--- config.mk ---
export PLATFORM = sky130hd
export DESIGN_NAME = tone_sequencer_flat
export DESIGN_NICKNAME = d
export VERILOG_FILES = /design/src/rtl/tone_sequencer_if.sv /design/src/rtl/tone_sequencer.sv /design/src/flat_wrapper.sv
export SDC_FILE = /design/constraint.sdc
export NUM_CORES = 1
export LEC_CHECK = 0
export ABC_AREA = 1
export CORE_MARGIN = 2
export CORE_UTILIZATION = 32
export DETAILED_ROUTE_END_ITERATION = 7
export PLACE_DENSITY = 0.45
export SKIP_CTS_REPAIR_TIMING = 1
export SYNTH_ARGS = -nofsm -noshare
export SYNTH_HDL_FRONTEND = slang
export SYNTH_SLANG_ARGS = --single-unit
--- constraint.sdc ---
create_clock -name clk -period 5.3 [get_ports clk]
set_clock_uncertainty 0.2 [all_clocks]
set_input_delay 1.06 -clock clk [delete_from_list [all_inputs] [get_ports clk]]
set_output_delay 1.06 -clock clk [all_outputs]
set_load 0.05 [all_outputs]
--- src/rtl/tone_sequencer_if.sv ---
// -----------------------------------------------------------------------------
// tone_sequencer_if
// Bus between the tone sequencer and its external synchronous score ROM.
//   rom_addr : score entry address, driven by the sequencer (registered)
//   rom_data : score entry for rom_addr, returned one clock after the address
//
// Modports:
//   master : sequencer side (drives rom_addr, reads rom_data)
//   slave  : ROM side (reads rom_addr, drives rom_data)
// -----------------------------------------------------------------------------
interface tone_sequencer_if #(
    parameter int ADDR_W = 5,
    parameter int DATA_W = 46
);
    logic [ADDR_W-1:0] rom_addr;
    logic [DATA_W-1:0] rom_data;

    modport master (output rom_addr, input  rom_data);
    modport slave  (input  rom_addr, output rom_data);
endinterface

--- src/rtl/tone_sequencer.sv ---
// -----------------------------------------------------------------------------
// tone_sequencer
// Score player for the PMOD speaker outputs. Entries are read from an external
// synchronous ROM. Each entry holds a tone half-period, a duration and a stereo
// pan. An entry with dur==0 marks the end of the score, and an entry with
// half==0 is a rest. Every note ends with GAP silent clocks of articulation.
//
// Ports:
//   clk        system clock
//   rst        synchronous, active-high reset
//   start      begin playback from entry 0 (only honoured while idle)
//   stop       abort playback (wins over every other transition)
//   loop_en    restart at entry 0 at the end of the score
//   rom        score ROM bus (master side): rom_addr out, rom_data in
//   busy       high whenever not idle
//   done       one-clock pulse on a natural end of the score
//   speaker_l  left square-wave output (registered)
//   speaker_r  right square-wave output (registered)
// -----------------------------------------------------------------------------
module tone_sequencer #(
    parameter int DIV_W  = 17,
    parameter int DUR_W  = 27,
    parameter int ADDR_W = 5,
    parameter int GAP    = 256
) (
    input  logic             clk,
    input  logic             rst,
    input  logic             start,
    input  logic             stop,
    input  logic             loop_en,
    tone_sequencer_if.master rom,
    output logic             busy,
    output logic             done,
    output logic             speaker_l,
    output logic             speaker_r
);

    typedef enum logic [1:0] {
        S_IDLE,
        S_WAIT,
        S_LOAD,
        S_PLAY
    } state_t;

    localparam logic [DUR_W-1:0] GAP_V = DUR_W'(GAP);

    state_t              r_state;
    state_t              w_next_state;

    logic [ADDR_W-1:0]   r_addr;
    logic [ADDR_W-1:0]   w_next_addr;
    logic                r_done;
    logic                w_done_set;
    logic                w_latch_note;

    logic [DIV_W-1:0]    r_half;
    logic [DUR_W-1:0]    r_dur;
    logic [1:0]          r_pan;
    logic                r_tone;
    logic [DIV_W-1:0]    r_tone_cnt;
    logic [DUR_W-1:0]    r_dur_cnt;
    logic                r_spk_l;
    logic                r_spk_r;

    logic [DIV_W-1:0]    w_half;
    logic [DUR_W-1:0]    w_dur;
    logic [1:0]          w_pan;
    logic                w_note_end;
    logic                w_last_addr;
    logic                w_body;
    logic                w_playing;

    // Entry fields, meaningful in LOAD (one clock after rom_addr settled).
    assign w_half = rom.rom_data[DIV_W+DUR_W+1:DUR_W+2];
    assign w_dur  = rom.rom_data[DUR_W+1:2];
    assign w_pan  = rom.rom_data[1:0];

    assign w_note_end  = (r_dur_cnt == r_dur - DUR_W'(1));
    assign w_last_addr = (r_addr == {ADDR_W{1'b1}});
    assign w_playing   = (r_state == S_PLAY);

    // Audible part of the note: everything except the trailing GAP clocks.
    // A note no longer than GAP never becomes audible.
    assign w_body = (r_dur > GAP_V) && (r_dur_cnt < (r_dur - GAP_V));

    // ------------------------------------------------------------------
    // State register
    // ------------------------------------------------------------------
    always_ff @(posedge clk) begin
        // NOTE: clocked state uses non-blocking (<=) so every flop samples
        // the values present before the edge, regardless of block order.
        if (rst) begin
            r_state <= S_IDLE;
        end else begin
            r_state <= w_next_state;
        end
    end

    // ------------------------------------------------------------------
    // Next-state and control decode
    // ------------------------------------------------------------------
    always_comb begin
        // NOTE: every signal written here is defaulted first; a path that
        // skipped an assignment would otherwise infer a latch.
        w_next_state = r_state;
        w_next_addr  = r_addr;
        w_done_set   = 1'b0;
        w_latch_note = 1'b0;

        unique case (r_state)
            S_IDLE: begin
                if (start && !stop) begin
                    w_next_addr  = '0;
                    w_next_state = S_WAIT;
                end
            end

            S_WAIT: begin
                w_next_state = stop ? S_IDLE : S_LOAD;
            end

            S_LOAD: begin
                if (stop) begin
                    w_next_state = S_IDLE;
                end else if (w_dur == '0) begin
                    // A marker at entry 0 always ends playback, so an empty
                    // score cannot spin forever with loop_en set.
                    if (loop_en && (r_addr != '0)) begin
                        w_next_addr  = '0;
                        w_next_state = S_WAIT;
                    end else begin
                        w_done_set   = 1'b1;
                        w_next_state = S_IDLE;
                    end
                end else begin
                    w_latch_note = 1'b1;
                    w_next_state = S_PLAY;
                end
            end

            S_PLAY: begin
                if (stop) begin
                    w_next_state = S_IDLE;
                end else if (w_note_end) begin
                    // Address always advances; leaving the last entry wraps to
                    // 0 and counts as the end of the score.
                    w_next_addr = r_addr + 1'b1;
                    if (w_last_addr && !loop_en) begin
                        w_done_set   = 1'b1;
                        w_next_state = S_IDLE;
                    end else begin
                        w_next_state = S_WAIT;
                    end
                end
            end

            default: begin
                w_next_state = S_IDLE;
            end
        endcase
    end

    // ------------------------------------------------------------------
    // Datapath: address, note registers, tone generator, outputs
    // ------------------------------------------------------------------
    always_ff @(posedge clk) begin
        if (rst) begin
            r_addr     <= '0;
            r_done     <= 1'b0;
            r_half     <= '0;
            r_dur      <= '0;
            r_pan      <= '0;
            r_tone     <= 1'b0;
            r_tone_cnt <= '0;
            r_dur_cnt  <= '0;
            r_spk_l    <= 1'b0;
            r_spk_r    <= 1'b0;
        end else begin
            r_addr  <= w_next_addr;
            r_done  <= w_done_set;
            r_spk_l <= r_tone & r_pan[1] & w_body & w_playing;
            r_spk_r <= r_tone & r_pan[0] & w_body & w_playing;

            if (w_latch_note) begin
                r_half     <= w_half;
                r_dur      <= w_dur;
                r_pan      <= w_pan;
                r_tone     <= 1'b0;
                r_tone_cnt <= w_half - DIV_W'(1);
                r_dur_cnt  <= '0;
            end else if (w_playing && !stop) begin
                r_dur_cnt <= r_dur_cnt + DUR_W'(1);
                if (w_note_end) begin
                    r_tone <= 1'b0;
                end else if (r_half != '0) begin
                    // Toggle every half clocks: first toggle lands half clocks
                    // after PLAY entry because LOAD preloads half-1.
                    if (r_tone_cnt == '0) begin
                        r_tone     <= ~r_tone;
                        r_tone_cnt <= r_half - DIV_W'(1);
                    end else begin
                        r_tone_cnt <= r_tone_cnt - DIV_W'(1);
                    end
                end
            end
        end
    end

    assign rom.rom_addr = r_addr;
    assign busy         = (r_state != S_IDLE);
    assign done         = r_done;
    assign speaker_l    = r_spk_l;
    assign speaker_r    = r_spk_r;

endmodule
--- src/flat_wrapper.sv ---
// flat-port wrapper written by rule: the top's interface ports become plain ports
module tone_sequencer_flat 
#(
    parameter int DIV_W  = 17,
    parameter int DUR_W  = 27,
    parameter int ADDR_W = 5,
    parameter int GAP    = 256
)
  (clk, rst, start, stop, loop_en, busy, done, speaker_l, speaker_r, rom_rom_addr, rom_rom_data);
  tone_sequencer_if #(.ADDR_W(ADDR_W)) rom_i ();
  input  logic clk;
  input  logic rst;
  input  logic start;
  input  logic stop;
  input  logic loop_en;
  output logic busy;
  output logic done;
  output logic speaker_l;
  output logic speaker_r;
  output wire logic [$bits(rom_i.rom_addr)-1:0] rom_rom_addr;
  input wire logic [$bits(rom_i.rom_data)-1:0] rom_rom_data;
  assign rom_rom_addr = rom_i.rom_addr;
  assign rom_i.rom_data = rom_rom_data;
  tone_sequencer #(.DIV_W(DIV_W), .DUR_W(DUR_W), .ADDR_W(ADDR_W), .GAP(GAP)) u_core (.clk(clk), .rst(rst), .start(start), .stop(stop), .loop_en(loop_en), .rom(rom_i), .busy(busy), .done(done), .speaker_l(speaker_l), .speaker_r(speaker_r));
endmodule
Yosys cells after proc, flatten, opt, wreduce, memory -nomap -nowiden. Cells that the tools add are included.

Bits in registers: 101.

Add/subtract/negate cells: 7. Magnitude comparators: 2. Equal/unequal tests: 13. Muxes and demuxes: 34. Bitwise operators: 7. Reductions and logical operators: 23.

Operator list (count): 2-to-1 mux 17 bit (5); subtractor 17 x 1 -> 17 bit (second input constant) (3); 2-to-1 mux 5 bit (6); adder 27 x 1 -> 27 bit (second input constant) (1); equality test 27 bit (1); greater-than comparator 27 x 9 -> 1 bit (second input constant) (1); zero test 27 bit (1); less-than comparator 27 bit (1); subtractor 27 x 1 -> 27 bit (second input constant) (1); subtractor 27 x 9 -> 27 bit (second input constant) (1); zero test 17 bit (1); nonzero test 17 bit (1); case mux 5 bit (3 select lines) (1); 2-to-1 mux 1 bit (14); 2-to-1 mux 2 bit (6); != test 2 x 1 -> 1 bit (second input constant) (5); nonzero test 2 bit (5); case mux 2 bit (4 select lines) (1); AND reduction 7 bit (1); AND 1 bit (6); AND reduction 3 bit (2); adder 5 x 1 -> 5 bit (second input constant) (1); equality test 5 bit (second input constant) (1); logical AND 1 bit (5); 12 further kinds (15).

Depth between registers and ports, before layout.
Word-level depth: 6. Depth in mapped cells: 19.

Worst setup path before layout. Ideal clock, no wire load.

Kind: input to register. Start point: input port rom_rom_data[19]. End point: register u_core.r_tone_cnt[8]. Library setup time: 113 ps. Data arrival time: 2637 ps. Data required time: 4987 ps. Path slack: 2351 ps. Stages on the path: 16. Path through: nor2_1 -> nand3_1 -> nor2_1 -> nand3_2 -> nand2_2 -> buf_2 -> o21ai_1 -> nand2_1 -> inv_1 -> ha_1 -> nand2_1 -> nor2_2 -> xnor2_1 -> nand2_1 -> nand2_1 -> nor2_1.

Word-level cells in the longest chain between the ends: 6. Elaborated cells between the ends (all ways): 9.

Ends and longest elaborated chain: start: declaration (line flat_wrapper.sv:21) `input wire logic [$bits(rom_i.rom_data)-1:0] rom_rom_data;`; zero test 27 bit * (line tone_sequencer.sv:125) `end else if (w_dur == '0) begin`; 2-to-1 mux 1 bit * (line tone_sequencer.sv:125); 2-to-1 mux 1 bit * (line tone_sequencer.sv:123) `if (stop) begin`; 2-to-1 mux 1 bit * (line tone_sequencer.sv:110) `unique case (r_state)`; != test 2 x 1 -> 1 bit (no line) / nonzero test 2 bit (equally long branches); AND reduction 3 bit (no line); end signal: assignment (line tone_sequencer.sv:189) `r_tone_cnt <= w_half - DIV_W'(1);`; end signal: assignment (line tone_sequencer.sv:200) `r_tone_cnt <= r_half - DIV_W'(1);`; end signal: assignment (line tone_sequencer.sv:202) `r_tone_cnt <= r_tone_cnt - DIV_W'(1);`; end: declaration (line tone_sequencer.sv:60) `logic [DIV_W-1:0] r_tone_cnt;`.

Every way passes the cells marked *; elsewhere a longest branch is shown, timed or not. A chain may end at the register's enable or synchronous reset.

Worst setup path in the final report.
Start point: input port rom_rom_data[26]. End point: register u_core.r_dur_cnt[12].

Word-level cells in the longest chain between the ends: 5.

Ends and longest elaborated chain: zero test 27 bit (line tone_sequencer.sv:125); 2-to-1 mux 1 bit (line tone_sequencer.sv:125); 2-to-1 mux 1 bit (line tone_sequencer.sv:123); 2-to-1 mux 1 bit (line tone_sequencer.sv:110); OR reduction 2 bit (no line); end signal: assignment (line tone_sequencer.sv:192) `r_dur_cnt <= r_dur_cnt + DUR_W'(1);`; end: declaration (line tone_sequencer.sv:61) `logic [DUR_W-1:0] r_dur_cnt;`.

No other way between the ends.

==> reports/qor_table.md <==
| Step | Metric | Reported |
| --- | --- | --- |
| synthesis | Number of flip-flops and latches in the synthesized netlist | 101 |
| timing | Number of endpoints with negative hold slack in the final report | 0 |
| hold path | Class of the most critical hold timing path | flip-flop to flip-flop |
| worst setup path | Type of element capturing the critical path | flip-flop |
| routing | Detailed Route WL | 22000 um |
| routing | Routed length per instance | 15.3 um |
| routing | Remaining number of nets flagged by the antenna check after routing | 0 |
| cts | Total number of H-tree levels | 3 |
| pwr | Power per cell area | 255 mW/mm2 |
| timing | Worst slew slack as a fraction of its limit | 25.6% |
| worst setup path | Arrival time at the worst endpoint | 4390 ps |
| finish | Final cell utilization of the core | 37.6% |
| routing | Vias post-DR | 6939 |
| cts | Clock sinks | 101 |
| global routing | Total global routing track utilization | 19.3% |
| cts | Inserted Clock Buffers | 9 |
| placed design | Half-perimeter wire length after placement | 17400 um |
| worst setup path | Startpoint type of the worst setup path | input pin |
| cts | Clock latency on the worst-skew pair | 370 ps |
| pwr | Max rail drop VDD | 0.128 mV |
| timing | Setup-failing EPs final | 0 |
| worst setup path | Crit path required time | 5410 ps |
| cts | Clock transition at the registers of the reported paths | 80 ps |
| job | Maximum capacitance violations | 0 |
| routing | Drt initial violations | 440 |
| global routing | Number of antenna violations at the first check in global routing | 0 |
| timing | Slew Viols, Final | 0 |
| floorplan | Starting density of the core | 32.4% |
| timing | Final period util | 80.8% |
| global routing | Maximum number of pins on one net before global-route repair | 52 |
| floorplan | I/O pin count | 60 |
| timing | Final critical path time including I/O delays and setup | 4280 ps |
| placed design | RePlAce Congestion | 0.882 |
| global routing | Sum of overflow across all layers after global routing | 0 |
| synthesis | Yosys synthesis warning count | 0 |
| cts | Clock tree from TritonCTS | built |
| placed design | Count of buffers from port buffering | 59 |
| floorplan | Row count | 54 |
| cts | CTS root buffer | clkbuf_16 |
| synthesis | Post-Syn Area per Cell | 6.34 um2 |
| timing | Actual transition at the worst max-transition pin | 1110 ps |
| finish | Area added between synthesis and finish | 16.0% |
| global routing | First-pass GRT wire length | 35700 um |
| timing | Max Clock Freq | 234 MHz |
| routing | Drc violations | 0 |
| floorplan | Die X | 152 um |
| synthesis | Distinct cell type count of the synthesized netlist | 38 |
| finish | Layout net count | 1243 |
| cts | Clock tree buffer depth | 2 |
| global routing | Via count of the first global-routing pass | 6706 |
| placed design | Instance area after placement | 0.00789 mm2 |
| worst setup path | Worst-path maximum fanout | 22 |
| finish | Fin area | 0.00818 mm2 |
| worst setup path | Crit path kind | input pin to flip-flop |
| status | Result of the run | finished clean |
| finish | Layout cell share with drive strength beyond 1 | 6.11% |
| floorplan | Vertical extent of the die | 152 um |
| routing | Detailed-routing iteration count for the pre-antenna-repair pass | 5 |
| synthesis | Netlist Area Pre-Place | 0.00705 mm2 |
| finish | Antenna diode instance count | 0 |
| synthesis | Net Count, Synth | 1198 |
| finish | Sequential cell area | 0.00202 mm2 |
| synthesis | Gate count of the mapped netlist | 1112 |
| pwr | Pleak | 3.70 nW |
| routing | Vias per std cell | 4.81 |
| floorplan | Die ar. | 0.0232 mm2 |
| timing | RSZ-0062 raised after global routing | no |
| finish | Area of the multi-input gates | 0.00443 mm2 |
| finish | # fillers | 2422 |
| floorplan | Area of the core | 0.0218 mm2 |
| timing | TNS Setup | 0 ps |
| synthesis | Post-synthesis sequential area ratio | 28.7% |
## registers in the layout (all words and copies together), names as in the netlist
register	flops
u_core.r_state	2
u_core.r_dur	27
u_core.done	1
u_core.r_dur_cnt	27
u_core.r_tone_cnt	17
u_core.speaker_l	1
u_core.r_tone	1
u_core.speaker_r	1
u_core.rom.rom_addr	5
u_core.r_half	17
u_core.r_pan	2
## layout by cell type (no fill, tap or decap), types with 3 or more instances in the layout
master,synthesis,final
dfxtp_1,101,101
nand2_1,288,288
a21oi_1,69,69
nand3_2,4,4
inv_6,0,3
ha_1,35,35
o22ai_1,13,13
o21ai_1,4,4
nor2_4,8,8
nor4_1,3,3
buf_4,1,7
nand3_1,90,90
o21ai_0,51,51
nor3b_1,3,3
xnor2_1,14,14
nand4_1,21,21
clkbuf_16,0,9
inv_1,112,112
xor2_1,36,36
nor2_2,19,19
nand3b_1,8,8
inv_2,6,6
nor3_1,14,14
nand2_2,6,6
nor2_1,160,160
clkdlybuf4s50_1,0,59
## final timing paths
path                          from  slack (ps)  cells after the start                    to
hold / removal     u_core.r_pan[1]         250                      2      u_core.speaker_l
setup / recovery  rom_rom_data[26]        1020                     12  u_core.r_dur_cnt[12]
hold reg to reg    u_core.r_pan[1]         250                      2      u_core.speaker_l
setup reg to reg   u_core.r_dur[0]        1750                     15  u_core.r_tone_cnt[2]
## stage by stage
step	instances	hold slack (ps)	setup WS, ps	power (W)
final	1442	250	1020	0.00209
after detailed placement	1426	241	580	0.00142
after floorplan	1112	230	2350	0.00124
after global placement	1426	247	647	0.00142
after global routing	1442	271	657	0.00223
after CTS	1442	253	965	0.00212
## critical path, cell delays in order
cell and delay (ps):
clkdlybuf4s50_1 430, nor2_1 120, nand3_1 80, nor2_1 250, nand3_2 320, nand2_2 380, inv_2 280, nor2_2 430
inv_1 410, buf_4 330, a21oi_1 140, o21a_1 120
## metal layers
layer,wire [um],up-vias,global-route usage [%]
met2,10700,101,33.4
met4,217,0,3.79
met5,0,-,0
li1,-,3680,-
met3,615,16,3.33
met1,10600,3142,25.3
## synthesized netlist by cell type, drive strengths merged
master	count	area [um2]
nand2	295	1130
nor2	187	810
inv	118	443
dfxtp	101	2020
nand3	95	508
a21oi	69	345
o21ai	55	275
xor2	36	315
ha	35	438
nand4	21	131
clkbuf	18	67.6
nor3	15	80.1
buf	14	87.6
xnor2	14	123
o22ai	13	81.3
nand3b	8	60.1
nor3b	4	35.0
nor4	3	18.8
a211oi	2	15.0
o2111ai	2	17.5
o21a	2	15.0
o21bai	2	15.0
a21o	1	7.51
a31oi	1	6.26
clkinv	1	5.00
## power breakdown
group	internal, W	total, W	switching [W]
Combinational	0.000221	0.000603	0.000383
Sequential	0.000776	0.000795	0.0000196
Clock	0.000332	0.000688	0.000357
Total	0.00133	0.00209	0.000759
## final cells by class
type                       instances  share of cell area [%]
clock buffer                       9                    2.75
clock inverter                     7                   0.811
inverter                         119                    5.47
multi-input combinational        860                    54.1
sequential                       101                    24.7
tap                              280                    4.28
timing repair buffer              66                    7.86
## kinds of logic after synthesis
| logic type | count (synthesis) | share of synthesized area [%] |
|---|---|---|
| compound gates | 147 | 11.0 |
| fa+ha+maj | 35 | 6.21 |
| buf+inv | 151 | 8.55 |
| flops | 101 | 28.7 |
| simple gates | 628 | 39.3 |
| xor+xnor | 50 | 6.21 |
(Power assumes the default switching activity.)
